<file path="src/rtl/control_fsm_pkg.sv">
// Shared types for the multicycle RISC-V control path: opcodes, FSM states
// and the select encodings driven onto the datapath muxes.
package control_fsm_pkg;

  localparam logic [6:0] RType       = 7'b0110011;
  localparam logic [6:0] IType_logic = 7'b0010011;
  localparam logic [6:0] IType_load  = 7'b0000011;
  localparam logic [6:0] SType       = 7'b0100011;
  localparam logic [6:0] BType       = 7'b1100011;
  localparam logic [6:0] JType       = 7'b1101111;
  localparam logic [6:0] UType       = 7'b0110111;

  typedef enum logic [3:0] {
    FETCH    = 4'd0,
    DECODE   = 4'd1,
    MEMADR   = 4'd2,
    MEMREAD  = 4'd3,
    MEMWB    = 4'd4,
    MEMWRITE = 4'd5,
    EXECUTER = 4'd6,
    ALUWB    = 4'd7,
    EXECUTEI = 4'd8,
    JAL      = 4'd9,
    BEQ      = 4'd10,
    LUI      = 4'd11
  } state_t;

  localparam logic [1:0] ALUOP_ADD   = 2'b00;
  localparam logic [1:0] ALUOP_SUB   = 2'b01;
  localparam logic [1:0] ALUOP_FUNCT = 2'b10;

  localparam logic       ADR_PC     = 1'b0;
  localparam logic       ADR_ALUOUT = 1'b1;

  localparam logic [1:0] RESULT_ALUOUT    = 2'b00;
  localparam logic [1:0] RESULT_DATA      = 2'b01;
  localparam logic [1:0] RESULT_ALURESULT = 2'b10;

  localparam logic [1:0] SRCA_PC    = 2'b00;
  localparam logic [1:0] SRCA_OLDPC = 2'b01;
  localparam logic [1:0] SRCA_RS1   = 2'b10;
  localparam logic [1:0] SRCA_ZERO  = 2'b11;

  localparam logic [1:0] SRCB_RS2  = 2'b00;
  localparam logic [1:0] SRCB_IMM  = 2'b01;
  localparam logic [1:0] SRCB_FOUR = 2'b10;

endpackage

</file>
<file path="src/rtl/control_fsm.sv">
// Moore control FSM for the multicycle RISC-V core. Only FETCH looks at
// mem_ready for its write strobes; reset masks every architectural write.
module control_fsm
  import control_fsm_pkg::*;
(
  input  logic       clk,
  input  logic       reset,
  input  logic [6:0] opcode,
  input  logic       zero,
  input  logic       mem_ready,
  output logic       PCWrite,
  output logic       AdrSrc,
  output logic       MemWrite,
  output logic       IRWrite,
  output logic       RegWrite,
  output logic [1:0] ResultSrc,
  output logic [1:0] ALUSrcA,
  output logic [1:0] ALUSrcB,
  output logic [1:0] ALUOp,
  output logic [3:0] state,
  output logic       illegal_instr
);

  state_t state_q;
  state_t state_d;

  logic branch;
  logic pc_update;
  logic pc_gate;
  logic ir_write;
  logic mem_write;
  logic reg_write;
  logic illegal;

  always_ff @(posedge clk) begin
    if (reset) state_q <= FETCH;
    else       state_q <= state_d;
  end

  always_comb begin
    state_d   = FETCH;
    branch    = 1'b0;
    pc_update = 1'b0;
    pc_gate   = 1'b1;
    ir_write  = 1'b0;
    mem_write = 1'b0;
    reg_write = 1'b0;
    illegal   = 1'b0;
    AdrSrc    = ADR_PC;
    ResultSrc = RESULT_ALUOUT;
    ALUSrcA   = SRCA_PC;
    ALUSrcB   = SRCB_RS2;
    ALUOp     = ALUOP_ADD;

    case (state_q)
      FETCH: begin
        ALUSrcB   = SRCB_FOUR;
        ResultSrc = RESULT_ALURESULT;
        pc_update = 1'b1;
        pc_gate   = mem_ready;
        ir_write  = mem_ready;
        state_d   = mem_ready ? DECODE : FETCH;
      end
      DECODE: begin
        ALUSrcA = SRCA_OLDPC;
        ALUSrcB = SRCB_IMM;
        case (opcode)
          IType_load, SType: state_d = MEMADR;
          RType:             state_d = EXECUTER;
          IType_logic:       state_d = EXECUTEI;
          JType:             state_d = JAL;
          BType:             state_d = BEQ;
          UType:             state_d = LUI;
          default: begin
            state_d = FETCH;
            illegal = 1'b1;
          end
        endcase
      end
      MEMADR: begin
        ALUSrcA = SRCA_RS1;
        ALUSrcB = SRCB_IMM;
        if (opcode == IType_load)  state_d = MEMREAD;
        else if (opcode == SType)  state_d = MEMWRITE;
        else                       state_d = FETCH;
      end
      MEMREAD: begin
        AdrSrc  = ADR_ALUOUT;
        state_d = mem_ready ? MEMWB : MEMREAD;
      end
      MEMWB: begin
        ResultSrc = RESULT_DATA;
        reg_write = 1'b1;
      end
      // The store strobe is held through the whole stall so memory sees a stable request.
      MEMWRITE: begin
        AdrSrc    = ADR_ALUOUT;
        mem_write = 1'b1;
        state_d   = mem_ready ? FETCH : MEMWRITE;
      end
      EXECUTER: begin
        ALUSrcA = SRCA_RS1;
        ALUOp   = ALUOP_FUNCT;
        state_d = ALUWB;
      end
      EXECUTEI: begin
        ALUSrcA = SRCA_RS1;
        ALUSrcB = SRCB_IMM;
        ALUOp   = ALUOP_FUNCT;
        state_d = ALUWB;
      end
      ALUWB: reg_write = 1'b1;
      JAL: begin
        ALUSrcA   = SRCA_OLDPC;
        ALUSrcB   = SRCB_FOUR;
        pc_update = 1'b1;
        state_d   = ALUWB;
      end
      BEQ: begin
        ALUSrcA = SRCA_RS1;
        ALUOp   = ALUOP_SUB;
        branch  = 1'b1;
      end
      LUI: begin
        ALUSrcA = SRCA_ZERO;
        ALUSrcB = SRCB_IMM;
        state_d = ALUWB;
      end
      default: state_d = FETCH;
    endcase
  end

  assign PCWrite       = ~reset & ((branch & zero) | (pc_update & pc_gate));
  assign IRWrite       = ~reset & ir_write;
  assign MemWrite      = ~reset & mem_write;
  assign RegWrite      = ~reset & reg_write;
  assign illegal_instr = ~reset & illegal;
  assign state         = state_q;

endmodule

</file>
<file path="config.mk">
export PLATFORM = sky130hd
export DESIGN_NAME = control_fsm
export DESIGN_NICKNAME = d
export VERILOG_FILES = /design/src/rtl/control_fsm_pkg.sv /design/src/rtl/control_fsm.sv
export SDC_FILE = /design/constraint.sdc
export NUM_CORES = 1
export LEC_CHECK = 0
export BUFFER_PORTS_ARGS = -buffer_cell sky130_fd_sc_hd__buf_2
export CAP_MARGIN = 15
export CORE_UTILIZATION = 50
export DETAILED_ROUTE_END_ITERATION = 8
export PLACE_DENSITY = 0.86
export SETUP_SLACK_MARGIN = 0.2
export SLEW_MARGIN = 25
export SYNTH_ARGS = -nofsm -noshare
export SYNTH_HDL_FRONTEND = slang
export SYNTH_SLANG_ARGS = --single-unit
</file>
<file path="constraint.sdc">
create_clock -name clk -period 4.1 [get_ports clk]
set_input_delay 0.615 -clock clk [delete_from_list [all_inputs] [get_ports clk]]
set_output_delay 0.615 -clock clk [all_outputs]
set_load 0.02 [all_outputs]
</file>
Yosys cells after proc, flatten, opt, wreduce, memory -nomap -nowiden
Index checks and enable logic that the tools add are counted.
{"block": "word_totals", "regBits": 4, "inputBits": 11, "output_inout_bits": 18, "word_cells": 59}
{"block": "op_classes", "eq_ne": 18, "n_mux": 20, "n_bitwise": 9, "reduce_logical": 11}
{"op": "$pmux 4 s6", "count": 2}
{"op": "$eq 7x6->1 const B", "count": 3}
{"op": "$eq 4x3->1 const B", "count": 4}
{"op": "$eq 4x4->1 const B", "count": 4}
{"op": "$eq 7x7->1 const B", "count": 2}
{"op": "$mux 3", "count": 4}
{"op": "$pmux 2 s2", "count": 3}
{"op": "$reduce_or 2->1", "count": 6}
{"op": "$reduce_or 4->1", "count": 3}
{"op": "$mux 1", "count": 10}
{"op": "$eq 4x2->1 const B", "count": 2}
{"op": "$and 1x1->1", "count": 7}
{"op": "$eq 7x2->1 const B", "count": 1}
{"op": "$eq 7x5->1 const B", "count": 1}
{"op": "$reduce_or 7->1", "count": 1}
{"op": "$pmux 2 s3", "count": 1}
{"op": "$eq 4x1->1 const B", "count": 1}
{"op": "$logic_not 4->1", "count": 1}
{"op": "$not 1->1", "count": 1}
{"op": "$or 1x1->1", "count": 1}

Depth between registers and ports, before layout
Gate-level depths: netlist of run 1.
{"block": "logic_depth", "ltp_word": 6, "depth_mapped": 6, "depth_no_buf": 4}

Worst setup path after synthesis of run 1
No wires, ideal clock.
{"block": "synth_path", "path_kind": "reg-to-output", "from": "register state_q[3] (netlist: state[3])", "to": "output port IRWrite", "arrival_time_ns": 2.037, "required_time_ns": 3.485, "slack_ns": 1.448, "path_stages_with_launch": 5, "n_path_buf": 2, "path_cell_list": "dfxtp_1 > buf_6 > buf_2 > nor4_1 > nor3b_1"}
{"block": "synth_between", "elab_chain_len": 3}
{"item": "start: declaration", "line_no": "control_fsm.sv:24", "text": "state_t state_q;"}
{"item": "start signal: assignment", "line_no": "control_fsm.sv:37", "text": "else state_q <= state_d;"}
{"item": "$logic_not 4->1", "line_no": "control_fsm.sv:55", "text": "case (state_q)"}
{"item": "$mux 1", "line_no": "control_fsm.sv:55"}
{"item": "$and 1x1->1", "line_no": "control_fsm.sv:134", "text": "assign IRWrite = ~reset & ir_write;"}
{"item": "end: declaration", "line_no": "control_fsm.sv:14", "text": "output logic IRWrite,"}
No other way between the ends.

Worst setup path in the final report of run 1
{"block": "layout_path", "from": "register state_q[0] (netlist: state[0])", "to": "output port illegal_instr"}
{"block": "layout_between", "elab_chain_len": 3}
{"item": "$eq 4x1->1", "line_no": "control_fsm.sv:55"}
{"item": "$mux 1", "line_no": "control_fsm.sv:55"}
{"item": "$and 1x1->1", "line_no": "control_fsm.sv:137", "text": "assign illegal_instr = ~reset & illegal;"}
{"item": "end: declaration", "line_no": "control_fsm.sv:21", "text": "output logic illegal_instr"}
No other way between the ends.

==> flow_summary.toml, run 1 <==
[critical_path]
worstPathMaxFanout = 24
worstPathCellList = "or4b_4 > nor3_1 > o21a_1 > buf_2"
critPathKind = "flip-flop to output pin"
critical-path-top-delay-family = "flip-flops"
cp_num_buf_inv = 1
max_stage_delay_ns = 0.74
r2r_slack_ns = 2.18
worst_path_max_delay_cell = "dfxtp_1"
cp-start-kind = "flip-flop"
crit_arrival_ns = 1.99
r2r_cells = 4
cp-end-kind = "output pin"
required_ns = 3.48
worstSetupPathDepth = 4

[cts]
clk_pin_slew_ns = 0.04
clock_sinks = 4
cts_tree = "yes"
insertion_delay_ns = 0.23
post_cts_resized = 0
clock_path_buffers = 2
cts_buffers = 3
ctsHoldBuffers = 0
postCtsSetupBuffers = 0
root_buffer = "clkbuf_4"
h-tree-depth = 1

[global_routing]
grt_max_degree = 27
grt_pass1_vias = 624
grt-ovfl-total = 0
antenna_found_initial = 0
grt_pass1_wl_um = 2670
grt_use_total_pct = 24.4

[logic_synthesis]
ys_ff_latch = 4
yosysSeqAreaShare_pct = 11.6
ys_types = 42
synthesis.nets = 108
postSynthCellCount = 97
yosys_warnings = 0
avgSynthCellArea_um2 = 7.09
synth_area_um2 = 688

[place]
hpwl_um = 1150
dpl_worst_slack_ns = 1.71
placed_area_um2 = 805
port_buffers = 28
place.gp.congestion = 0.816

[route]
wl_per_cell_um = 12.1
postRouteAntennaNets = 0
vias_per_cell = 5.88
wirelength_um = 1640
drc = 0
first_iter_violations = 9
vias = 794
first_pass_iters = 4

[floorplanning]
dieArea_mm2 = 0.00153
initial_utilization_pct = 53.6
core-area_mm2 = 0.00128
fp.dieW_um = 39.1
io_pins = 29
rows = 13
die_y_um = 39.1

[power]
p_leak_uw = 0.000342
power_density_mw_per_mm2 = 164
worst_ir_drop_vdd_uv = 163

[sta]
fin_ws_ns = 1.49
relSlewSlack_pct = 51.5
drv_slew = 0
timing.final.crit_share_pct = 63.6
clock_skew_ns = 0.00529
hold_viol_final = 0
finalSetupViolCount = 0
fmax_ghz = 0.383
period_minus_slack_ns = 2.61
rsz0062_at_grt = "false"
worst_slew_pin_slew_ns = 0.727
tns_ns = 0

[status]
run_status = "completed"

[hold_path]
min_path_cells = 2
hold_path_class = "input pin to flip-flop"

[finish]
area_growth_pct = 20.2
fin_nets = 133
final_util_pct = 64.4
drive_gt1_share_pct = 31.7
largest_register_ffs = 4
diodes = 0
final_area_um2 = 827

[flow_run]
maxCapViolations = 0
final timing paths:
kind	start	end
setup / recovery	state[0]$_SDFF_PP0_	illegal_instr
hold / removal	reset	state[3]$_SDFF_PP0_
hold reg to reg	state[2]$_SDFF_PP0_	state[0]$_SDFF_PP0_
setup reg to reg	state[0]$_SDFF_PP0_	state[0]$_SDFF_PP0_
cell usage in the layout, fill, tap and decap left out, types with 2 or more instances in the layout:
cell type | netlist | layout
buf_2 | 4 | 28
nor3_1 | 8 | 8
o21ai_0 | 3 | 3
nor3b_1 | 7 | 7
and3b_1 | 2 | 2
nand2b_1 | 3 | 3
o21a_1 | 3 | 3
nor4_1 | 3 | 3
nor4b_2 | 2 | 2
o21ai_1 | 3 | 3
clkbuf_4 | 0 | 3
nor2_1 | 9 | 9
dfxtp_1 | 4 | 4
or3_1 | 2 | 2
a21oi_1 | 4 | 4
nand2_1 | 4 | 4
nor2b_1 | 7 | 7
nor4b_1 | 2 | 2
metrics by stage:
stage / hold slack (ns) / total power [µW] / cells
after global placement: 0.859 / 88.0 / 132
after global routing: 0.687 / 147 / 135
after floorplan: 0.691 / 73.1 / 97
after detailed placement: 0.886 / 89.0 / 132
final: 0.673 / 136 / 135
after CTS: 0.672 / 137 / 135
area by class of cell:
cell class,instances,area (µm²)
multi-input cells,84,562
fillers,128,458
flip-flops and latches,4,80.1
inverters,1,3.75
well taps,15,18.8
repair buffers,28,140
clock buffers,3,22.5
Yosys cell counts, drive strengths merged:
master	n	share of area [%]
a2111oi	1	1.3
a31oi	1	0.91
or3	3	3.5
buf	5	4.5
xnor2	1	1.3
inv	1	0.54
o21ai	6	4.4
and3b	2	2.5
nand3b	1	1.1
o31ai	1	1.1
o21a	3	3.3
nor4b	4	6.9
nor3	9	7.3
xor2	1	1.3
nor3b	7	7.6
dfxtp	4	12
o22ai	1	0.91
and2	1	0.91
nor2b	7	6.4
a21boi	1	1.1
o41a	1	1.6
nand2	5	3.1
mux2i	1	1.5
a311oi	1	1.3
nand2b	3	2.7
nor4	3	2.7
nand3	1	0.73
or4b	2	3.5
nor2	9	4.9
a211oi	1	1.1
a21oi	4	2.9
and4bb	1	1.8
or2	1	0.91
o31a	1	1.3
clkbuf	3	1.6
worst reg2reg max path: stages (launching register included):
cell     delay (ns)
dfxtp_1        0.74
or4b_4         0.55
or2_1          0.25
nor3_2         0.17
o41a_1         0.15
cells by family after synthesis:
| logic type | count (synthesis) | share of synthesized area (%) |
|---|---|---|
| and+or+nand+nor | 59 | 56.5 |
| DFF | 4 | 11.6 |
| xor gates and xnor gates | 2 | 2.55 |
| buffers and inverters | 9 | 6.73 |
| muxes | 1 | 1.45 |
| AOI/OAI and AO/OA | 22 | 21.1 |
where the power goes:
part / switching (µW) / total, µW / leakage [µW] / internal (µW)
logic: 25.4 / 44.4 / 0.000296 / 19.0
clock network: 14.3 / 47.0 / 0.0000138 / 32.6
registers: 4.51 / 44.5 / 0.0000325 / 39.9
total: 44.3 / 136 / 0.000342 / 91.6
metal layers:
layer | routed length, µm | GRT usage (%) | vias up | part of all wire [%]
met3 | 70 | 3.47 | 2 | 4.3
li1 | - | - | 418 | -
met5 | 0 | 0 | - | 0
met1 | 818 | 33.9 | 350 | 50
met4 | 5 | 6.03 | 0 | 0.31
met2 | 741 | 38.8 | 24 | 45
Note: power is estimated with default switching activity, not from simulation.
==> run 2: changes to the inputs <==
Settings changed: ABC_AREA from default to 1, CORE_UTILIZATION 50 to 39, PLACE_DENSITY 0.86 to 0.77.
Clock period 4.1 ns to 2.3 ns, I/O delays scaled along.
==> flow_summary.toml, run 2 <==
[sta]
hold_viol_final = 0
rsz0062_at_grt = "false"
period_minus_slack_ns = 1.73
relSlewSlack_pct = 84.2
worst_slew_pin_slew_ns = 0.237
tns_ns = 0
clock_skew_ns = 0.00408
drv_slew = 0
timing.final.crit_share_pct = 75.0
fmax_ghz = 0.579
finalSetupViolCount = 0

[critical_path]
r2r_end = "state[0]$_SDFF_PP0_"
reg2reg_from = "state[1]$_SDFF_PP0_"
critical_path.startpoint = "state[3]$_SDFF_PP0_"
cp-start-kind = "flip-flop"
crit_arrival_ns = 1.38
cp-end-kind = "output pin"
required_ns = 1.96
r2r_cells = 7
r2r_slack_ns = 1.12
critPathKind = "flip-flop to output pin"
worstPathMaxFanout = 5

[route]
drc = 0
wl_per_cell_um = 8.80
first_iter_violations = 14
postRouteAntennaNets = 0
first_pass_iters = 4
vias = 723
wirelength_um = 1350
vias_per_cell = 4.73

[hold_path]
hold_path_end = "state[1]$_SDFF_PP0_"
min_path_cells = 2
worstHoldStart = "reset"
hold_path_class = "input pin to flip-flop"

[power]
finalPower_uw = 224
power_density_mw_per_mm2 = 308
worst_ir_drop_vdd_uv = 278
p_leak_uw = 0.000436

[cts]
clock_path_buffers = 2
cts_tree = "yes"
insertion_delay_ns = 0.23
h-tree-depth = 1
cts_buffers = 3
postCtsSetupBuffers = 0
ctsHoldBuffers = 0
root_buffer = "clkbuf_4"
clk_pin_slew_ns = 0.04
clock_sinks = 4
post_cts_resized = 0

[finish]
final_cell_mix = "buf_2 (28), nand2_1 (26), nor2_1 (23), inv_1 (17), nand3_1 (10)"
diodes = 0
fin_nets = 151
drive_gt1_share_pct = 31.2
area_growth_pct = 33.1
fillerInstances = 145
final_common_cell = "buf_2"
largest_register_ffs = 4

[place]
place.gp.congestion = 0.861
port_buffers = 28
hpwl_um = 1160

[logic_synthesis]
yosysTopAreaCell = "nand2_1"
synth_most_common_cell = "nand2_1"
synthTopCellsByCount = "nand2_1 (26), nor2_1 (23), inv_1 (17), nand3_1 (10), o21ai_0 (5)"
synth_area_um2 = 548
ys_types = 17
synthesis.nets = 118
yosys_warnings = 0
ys_ff_latch = 4
yosysSeqAreaShare_pct = 14.6
synth_top_area_share_pct = 17.8
ys.flop_type = "dfxtp_1"
synth_area_leaders = "nand2_1 (18%), nor2_1 (16%), dfxtp_1 (15%)"
postSynthCellCount = 107
avgSynthCellArea_um2 = 5.12
synth_edf_count = 0
ys_async_sr_fraction_pct = 0

[floorplanning]
die_y_um = 39.5
io_pins = 29
fp.dieW_um = 39.5
rows = 13
core-area_mm2 = 0.00130
dieArea_mm2 = 0.00156
initial_utilization_pct = 42.1

[flow_run]
maxCapViolations = 0

[status]
run_status = "completed"

[global_routing]
grt_max_degree = 8
grt-ovfl-total = 0
grt_pass1_wl_um = 1900
grt_pass1_vias = 511
grt_use_total_pct = 17.7
antenna_found_initial = 0
[run 2: changes by cell type in the layout (fill, tap and decap cells not counted), sizes merged, moves of 4 or more]
cell   before  now
nor3        9    3
nor3b       7    0
nand3       1   10
inv         1   20
nor2        9   29
nor2b       7    0
nand2       5   29
nor4b       4    0
[run 2: metal layers]
metal  share of wire [%]  wire [µm]  GRT usage [%]
met1                  45        609           21.3
met3                 5.5         74           5.11
met5                   0          0              0
met4                   0          0              0
met2                  49        662           32.4
[run 2: layout make-up]
| cell class | instances | area [µm²] | share of cell area (%) |
|---|---|---|---|
| Tap cell | 15 | 18.8 | 2.57 |
| Sequential cell | 4 | 80.1 | 11.0 |
| Clock buffer | 3 | 22.5 | 3.09 |
| Multi-Input combinational cell | 83 | 393 | 53.9 |
| Inverter | 20 | 75.1 | 10.3 |
| Timing Repair Buffer | 28 | 140 | 19.2 |
[run 2: worst max path at each step]
stage                    endpoint  slack (ns)  cells past startpoint
detailed placement  illegal_instr        0.71                     10
finish                    PCWrite        0.57                      7
global placement    illegal_instr        0.74                     10
global route              PCWrite        0.42                      7
floorplan                 PCWrite        0.55                      6
CTS                       PCWrite        0.57                      7
[run 2: critical path, cell delays in order, from the launching register on]
cell and delay, ns:
dfxtp_1 0.44, inv_2 0.11, nor2_4 0.12, inv_2 0.07, nor2_4 0.08, nand2_1 0.05, a31oi_1 0.11, buf_2 0.18
[run 2: cell families after synthesis]
kind of cell	Yosys count	synth area share, %
compound gates	10	10.0
flops	4	14.6
simple gates	73	61.6
buf+inv	20	13.7
[run 2: report_power, final]
part           internal, µW  switching [µW]
registers              71.1            1.92
clock network          58.2            26.2
logic                  23.0            43.9
total                   152            72.0
[run 2: stage by stage]
stage / util [%] / worst slack (ns) / instance area (µm²) / instances / hold WS, ns
4_1_cts: 56.1 / 0.565 / 729 / 153 / 0.370
5_1_grt: 56.1 / 0.423 / 729 / 153 / 0.392
2_1_floorplan: - / 0.554 / 548 / 107 / 0.414
6_report: 56.1 / 0.574 / 729 / 153 / 0.374
3_3_place_gp: 54.3 / 0.744 / 707 / 150 / 0.614
3_5_place_dp: 54.3 / 0.710 / 707 / 150 / 0.611
==> run 3: changes to the inputs <==
Clock period 2.3 ns to 1.45 ns, I/O delays scaled along.
==> flow_summary.toml, run 3 (synthesis results as in run 2) <==
[status]
run_status = "finished, violations left"
failed_checks = "setup timing"

[critical_path]
worstPathMaxFanout = 6
crit_arrival_ns = 1.33
critical-path-top-delay-family = "flip-flops"
critPathKind = "flip-flop to output pin"
worst_path_max_delay_cell = "dfxtp_4"
r2r_slack_ns = 0.14
max_stage_delay_ns = 0.43
cp_num_buf_inv = 2
worstPathCellList = "inv_6 > nor2_4 > nand2_1 > a31oi_2 > buf_4"
cp-end-kind = "output pin"
cp-start-kind = "flip-flop"
required_ns = 1.23

[place]
place.gp.congestion = 0.850
placed_area_um2 = 752
dp.cells = 152
hpwl_um = 1250
port_buffers = 28

[sta]
clock_skew_ns = 0.00734
drv_slew = 0
period_minus_slack_ns = 1.55
rsz0062_at_grt = "true"
tns_ns = -0.598
worst_slew_pin_slew_ns = 0.213
fmax_ghz = 0.644
whs_ns = 0.281
finalSetupViolCount = 11
hold_viol_final = 0
relSlewSlack_pct = 85.7
fin_ws_ns = -0.102
timing.final.crit_share_pct = 107

[finish]
final_area_mm2 = 0.00109
final_common_cell = "nand2_1"
drive_gt1_share_pct = 57.8
area_growth_pct = 98.9
fin_cells = 169
fin_nets = 167
final_cell_mix = "nand2_1 (20), nor2_1 (16), buf_2 (15), buf_4 (15)"
fillerInstances = 78
diodes = 0
final_util_pct = 83.8
largest_register_ffs = 4

[route]
vias_per_cell = 5.46
first_iter_violations = 33
first_pass_iters = 4
drc = 0
vias = 922
wirelength_um = 2410
wl_per_cell_um = 14.2
postRouteAntennaNets = 0

[floorplanning]
fp.dieW_um = 39.5
initial_utilization_pct = 42.1
core-area_mm2 = 0.00130
dieArea_mm2 = 0.00156
io_pins = 29
die_y_um = 39.5
rows = 13

[global_routing]
grt_max_degree = 8
use_met3_pct = 3.98
grt-ovfl-total = 0
gr-usage-met2_pct = 56.6
grt_use_total_pct = 27.2
grt_pass1_wl_um = 2940
grt.busiest_layer = "met2"
antenna_found_initial = 0
grt_pass1_vias = 708
use_met1_pct = 28.4

[power]
power_density_mw_per_mm2 = 380
p_leak_uw = 0.000576
worst_ir_drop_vdd_uv = 489

[cts]
h-tree-depth = 1
insertion_delay_ns = 0.23
clock_sinks = 4
cts_tree = "yes"
cts_buffers = 3
ctsHoldBuffers = 0
clock_path_buffers = 2
root_buffer = "clkbuf_4"
clk_pin_slew_ns = 0.04

[flow_run]
maxCapViolations = 0

[hold_path]
hold_path_class = "input pin to flip-flop"
==> run 3: cell types whose count changed in the layout (fill, tap and decap cells not counted), sizes merged <==
cell and change:
buf +16
==> run 3: where the power goes <==
part	leakage (µW)	switching (µW)	internal [µW]
combinational	0.000527	94.6	68.1
clock	0.0000138	43.3	92.4
sequential	0.0000355	8.86	107
total	0.000576	147	268
==> run 3: repair_timing <==
item	4_1_cts	5_1_grt
endpoints found under the setup margin	14	17
pin swaps	9	13
buffers inserted	10	4
resized for setup	43	19
==> run 3: worst paths after layout <==
check / from / end / depth (start not counted)
worst min-delay path: reset / state[1]$_SDFF_PP0_ / 2
worst max register to register: state[2]$_SDFF_PP0_ / state[3]$_SDFF_PP0_ / 9
worst min register to register: state[0]$_SDFF_PP0_ / state[1]$_SDFF_PP0_ / 4
worst max-delay path: state[0]$_SDFF_PP0_ / PCWrite / 5
==> run 3: final cells by class <==
class | count | area [µm²] | share of cell area [%]
clock buffers | 3 | 22.5 | 2.07
inverters | 20 | 85.1 | 7.81
multi-input cells | 83 | 505 | 46.4
flip-flops and latches | 4 | 95.1 | 8.73
well taps | 15 | 18.8 | 1.72
repair buffers | 44 | 363 | 33.3
==> run 3: layer usage <==
metal,wire length [µm],up-vias,share of wire (%)
met2,1270,68,53
met1,855,406,36
li1,-,432,-
met3,192,16,8.0
met5,0,-,0
met4,82,0,3.4
==> run 3: through the flow <==
stage               total power [µW]  setup slack (ns)
floorplan                        187            0.0536
global placement                 229             0.146
detailed placement               232             0.128
CTS                              395           -0.0365
global route                     439            -0.145
finish                           414            -0.102
